**config.mk**
```make
export PLATFORM = sky130hd
export DESIGN_NAME = rd_sched
export DESIGN_NICKNAME = d
export VERILOG_FILES = /design/src/rtl/rd_sched.sv
export SDC_FILE = /design/constraint.sdc
export NUM_CORES = 1
export LEC_CHECK = 0
export ABC_AREA = 1
export CELL_PAD_IN_SITES_DETAIL_PLACEMENT = 1
export CELL_PAD_IN_SITES_GLOBAL_PLACEMENT = 1
export CORE_UTILIZATION = 28
export DETAILED_ROUTE_END_ITERATION = 8
export MAX_ROUTING_LAYER = met4
export PLACE_DENSITY_LB_ADDON = 0.1
export RECOVER_POWER = 100
export SLEW_MARGIN = 30
export SYNTH_ARGS = -nofsm -noshare
export SYNTH_HDL_FRONTEND = slang
export SYNTH_SLANG_ARGS = --single-unit
```
**constraint.sdc**
```tcl
create_clock -name clk -period 3 [get_ports clk]
set_input_delay 0.75 -clock clk [delete_from_list [all_inputs] [get_ports clk]]
set_output_delay 0.75 -clock clk [all_outputs]
set_load 0.02 [all_outputs]
```
**src/rtl/rd_sched.sv**
```systemverilog
// rd_sched: round-robin arbiter sharing one packet read controller among N_REQ sources, with watchdog.
module rd_sched #(
    parameter int N_REQ = 4,
    parameter int TIMEOUT_CYCLES = 4096,
    parameter int MAX_LEN = 1518
) (
    input  logic                     clk,
    input  logic                     reset,
    input  logic                     enable,
    input  logic [N_REQ-1:0]         req,
    input  logic [32*N_REQ-1:0]      req_addr,
    input  logic [32*N_REQ-1:0]      req_len,
    output logic [N_REQ-1:0]         req_ack,
    output logic [N_REQ-1:0]         req_err,
    output logic                     rd_start,
    output logic [31:0]              rd_addr,
    output logic [31:0]              rd_len,
    input  logic                     rd_ctrl_rdy,
    output logic                     busy,
    output logic [$clog2(N_REQ)-1:0] grant_id,
    output logic [31:0]              pkt_count,
    output logic [15:0]              timeout_count
);
    localparam int IW = $clog2(N_REQ);
    localparam int WW = $clog2(TIMEOUT_CYCLES);
    typedef enum logic [1:0] {IDLE, ISSUE, WAIT, RELEASE} state_t;
    state_t state;
    logic [WW-1:0] wd;
    logic [IW-1:0] win;
    logic [31:0] win_addr, win_len;
    logic valid;
    int idx;
    always_comb begin
        win = grant_id;
        idx = 0;
        for (int k = N_REQ; k >= 1; k--) begin
            idx = (int'(grant_id) + k) % N_REQ;
            if (req[IW'(idx)]) win = IW'(idx);
        end
    end
    assign win_addr = req_addr[32*int'(win) +: 32];
    assign win_len  = req_len[32*int'(win) +: 32];
    assign valid = (win_len != 32'd0) && (win_len <= 32'(MAX_LEN)) && (win_addr[1:0] == 2'b00);
    always_ff @(posedge clk) begin
        if (reset) begin
            state         <= IDLE;
            req_ack       <= '0;
            req_err       <= '0;
            rd_start      <= 1'b0;
            rd_addr       <= '0;
            rd_len        <= '0;
            busy          <= 1'b0;
            grant_id      <= IW'(N_REQ - 1);
            pkt_count     <= '0;
            timeout_count <= '0;
            wd            <= '0;
        end else begin
            rd_start <= 1'b0;
            req_ack  <= '0;
            req_err  <= '0;
            case (state)
                IDLE: if (enable && |req) begin
                    grant_id <= win;
                    rd_addr  <= win_addr;
                    rd_len   <= win_len;
                    busy     <= 1'b1;
                    rd_start <= valid;
                    state    <= valid ? ISSUE : RELEASE;
                    req_ack  <= valid ? '0 : N_REQ'(1) << win;
                    req_err  <= valid ? '0 : N_REQ'(1) << win;
                end
                ISSUE: begin
                    wd    <= '0;
                    state <= WAIT;
                end
                WAIT: if (rd_ctrl_rdy) begin
                    state     <= RELEASE;
                    req_ack   <= N_REQ'(1) << grant_id;
                    pkt_count <= pkt_count + 32'd1;
                end else if (wd == WW'(TIMEOUT_CYCLES - 1)) begin
                    state   <= RELEASE;
                    req_ack <= N_REQ'(1) << grant_id;
                    req_err <= N_REQ'(1) << grant_id;
                    if (timeout_count != 16'hFFFF) timeout_count <= timeout_count + 16'd1;
                end else begin
                    wd <= wd + 1'b1;
                end
                RELEASE: begin
                    state <= IDLE;
                    busy  <= 1'b0;
                end
                default: state <= IDLE;
            endcase
        end
    end
endmodule

```
==> impl_metrics.tcl <==
set metrics [dict create \
    whs_ns 0.474 \
    drtAntennaViolNets 0 \
    h-tree-depth 4 \
    clk_pin_slew_worst_paths_ns 0.07 \
    cts_buffers 17 \
    drcViolationCount 0 \
    p_total_mw 13.2 \
    ys_warn_count 0 \
    cts_sinks 138 \
    min_path_type "flip-flop to flip-flop" \
    startpoint_type "input pin" \
    status "completed" \
    synth_nets 1449 \
    grt_use_total 0.257 \
    max_freq_ghz 0.351 \
    routedWlPerCell_um 18.3 \
    ios 388 \
    synth_edf_count 0 \
    seqCellArea_sq_um 2760 \
    dp_hpwl_mm 29.1 \
    cts_root_buf "clkbuf_16" \
    rows 61 \
    first_pass_iters 5 \
    synth_compound_area_frac 0.195 \
    vias 9775 \
    portBuffers 387 \
    gp_congestion 0.867 \
    leakage_nw 5.83 \
    seq_area_frac_synth 0.347 \
    final_common_cell "nand2_1" \
    yosys.area_share.simple 0.330 \
    postSynthAreaPerCell_sq_um 6.79 \
    syn-cell-area_sq_um 7970 \
    synth_cell_types 41 \
    cts.path.max_buffers 2 \
    multiInputGateArea_sq_um 4540 \
    layout-drive-gt1-share 0.108 \
    slew-limit-headroom 0.451 \
    clock_skew_ns 0.0156 \
    synth-seq-cells 138 \
    setup_viol 0 \
    arrival_ns 3.20 \
    area_growth_syn_to_layout_pct 68.7 \
    ys.flop_type "dfxtp_1" \
    hold_viol_final 0 \
    synthXorXnorAreaFrac 0.0143 \
    synthMuxAreaShare 0 \
    period_share 0.950 \
    dieArea_sq_um 29100 \
    critPathKind "input pin to flip-flop" \
    tightest_slew_ns 0.821 \
    grt_max_degree 54 \
    antenna_found_initial 3 \
    fill_cells 3457 \
    end_kind "flip-flop" \
    wl_mm 36.6 \
    vdd_drop_max_v 0.000526 \
    synth_top_family_by_area "simple AND/OR/NAND/NOR gates" \
    cap_violations 0 \
    slew_viol_final 0 \
    final_nets 1887 \
    vias_per_cell 4.87 \
    drt_iter0_markers 465 \
    cts_tree "yes" \
    start_util 0.286 \
    syn_inst 1174 \
    mostFrequentLayoutCells "nand2_1 (329), clkdlybuf4s50_1 (256), dfxtp_1 (137)" \
    coreArea_sq_um 27900 \
    async_flop_share 0 \
    grt_overflow 0 \
    powerDensity_nw_per_um2 980 \
    critical_path_required_ns 3.35 \
    synthAdderAreaFrac 0.0173 \
    path_max_fanout 30 \
    post-route-min-period_ns 2.85 \
    fp.dieW_um 171 \
    grt_pass1_wl_mm 55.2 \
    clk_latency_ns 0.43 \
    die_h_um 171 \
    grt_pass1_vias 9882 \
    holdBufCountCts 0 \
]
[final timing paths]
kind	start	slack (ns)	cells past startpoint	end
setup / recovery	req[3]	0.15	13	rd_addr[28]$_SDFFE_PP0P_
hold / removal	wd[8]$_SDFFE_PP0P_	0.47	1	wd[8]$_SDFFE_PP0P_
setup reg to reg	grant_id[1]$_SDFFE_PP1P_	0.17	13	rd_addr[28]$_SDFFE_PP0P_
hold reg to reg	wd[8]$_SDFFE_PP0P_	0.47	1	wd[8]$_SDFFE_PP0P_
[area by class of cell]
type	count	share of cell area
multi-input cells	864	0.338
diodes	3	0.000558
clock buffers	18	0.0319
flip-flops and latches	138	0.206
repair buffers	480	0.348
well taps	378	0.0352
clock inverters	14	0.00958
inverters	111	0.0314
[worst max-delay path, cell delays in order]
cell           delay (ns)
dlygate4sd2_1        0.26
inv_1                0.09
o21ai_2              0.07
buf_4                0.13
inv_1                0.05
nand2_1              0.06
a21oi_2              0.15
nor2_4               0.06
buf_4                0.16
nor2_4               0.27
clkbuf_2             0.62
a22oi_1              0.25
a31oi_1              0.24
[registers in the layout, indices dropped and copies added (netlist names)]
name / count
grant_id: 2
req_err: 4
busy: 1
rd_start: 1
rd_len: 32
timeout_count: 16
rd_addr: 32
wd: 12
req_ack: 4
pkt_count: 32
state: 2
[report_power, final]
group	switching [mW]	internal [mW]	total (mW)
sequential	0.218	2.22	2.44
combinational	5.14	3.56	8.70
clock	0.952	1.09	2.04
[Yosys cell counts (9+ instances only)]
| cell | count | area share |
|---|---|---|
| a22oi_1 | 60 | 0.057 |
| nand3_1 | 92 | 0.058 |
| nor4_1 | 9 | 0.0071 |
| a21oi_1 | 42 | 0.026 |
| a31oi_1 | 42 | 0.033 |
| nand2_1 | 333 | 0.16 |
| o211ai_1 | 12 | 0.011 |
| nor2_1 | 81 | 0.038 |
| dfxtp_1 | 138 | 0.35 |
| nor3_1 | 25 | 0.016 |
| clkbuf_1 | 36 | 0.017 |
| xor2_1 | 13 | 0.014 |
| inv_1 | 105 | 0.049 |
| o21ai_0 | 72 | 0.045 |
| buf_6 | 14 | 0.020 |
| nand4_1 | 9 | 0.0071 |
| ha_1 | 11 | 0.017 |
[cell families (layout without fill, tap and decap cells)]
| kind of cell | count (synthesis) | after routing |
|---|---|---|
| AOI/OAI and AO/OA | 251 | 251 |
| xor gates and xnor gates | 13 | 13 |
| adders and majority gates | 11 | 11 |
| buffers and inverters | 172 | 623 |
| DFF | 138 | 138 |
| other | 0 | 3 |
| and+or+nand+nor | 589 | 589 |
[per-layer routing]
layer	wire [um]	vias up	global-route usage	part of all wire
met5	0	-	-	0
met4	693	0	0.0772	0.019
met3	2220	40	0.0613	0.061
met2	18100	274	0.424	0.49
met1	15700	4630	0.307	0.43
li1	-	4831	-	-
[what timing repair did]
action                     in CTS  in global routing
gates cloned                    0                  1
pin swaps                      12                  7
resized for setup              15                 13
setup buffers                   0                  1
setup endpoints to repair      10                 10
[through the flow]
step	TNS [ns]	instances	util	area, sq um	setup slack [ns]
final	0	2006	0.483	13400	0.150
after global routing	-0.0887	2006	0.483	13400	-0.0476
after CTS	0	2001	0.480	13400	0.123
after detailed placement	-13.00	1969	0.459	12800	-0.619
after global placement	-9.94	1969	0.459	12800	-0.506
after floorplan	0	1174	-	7970	0.207
No activity file was read; power rests on OpenSTA's default activity.
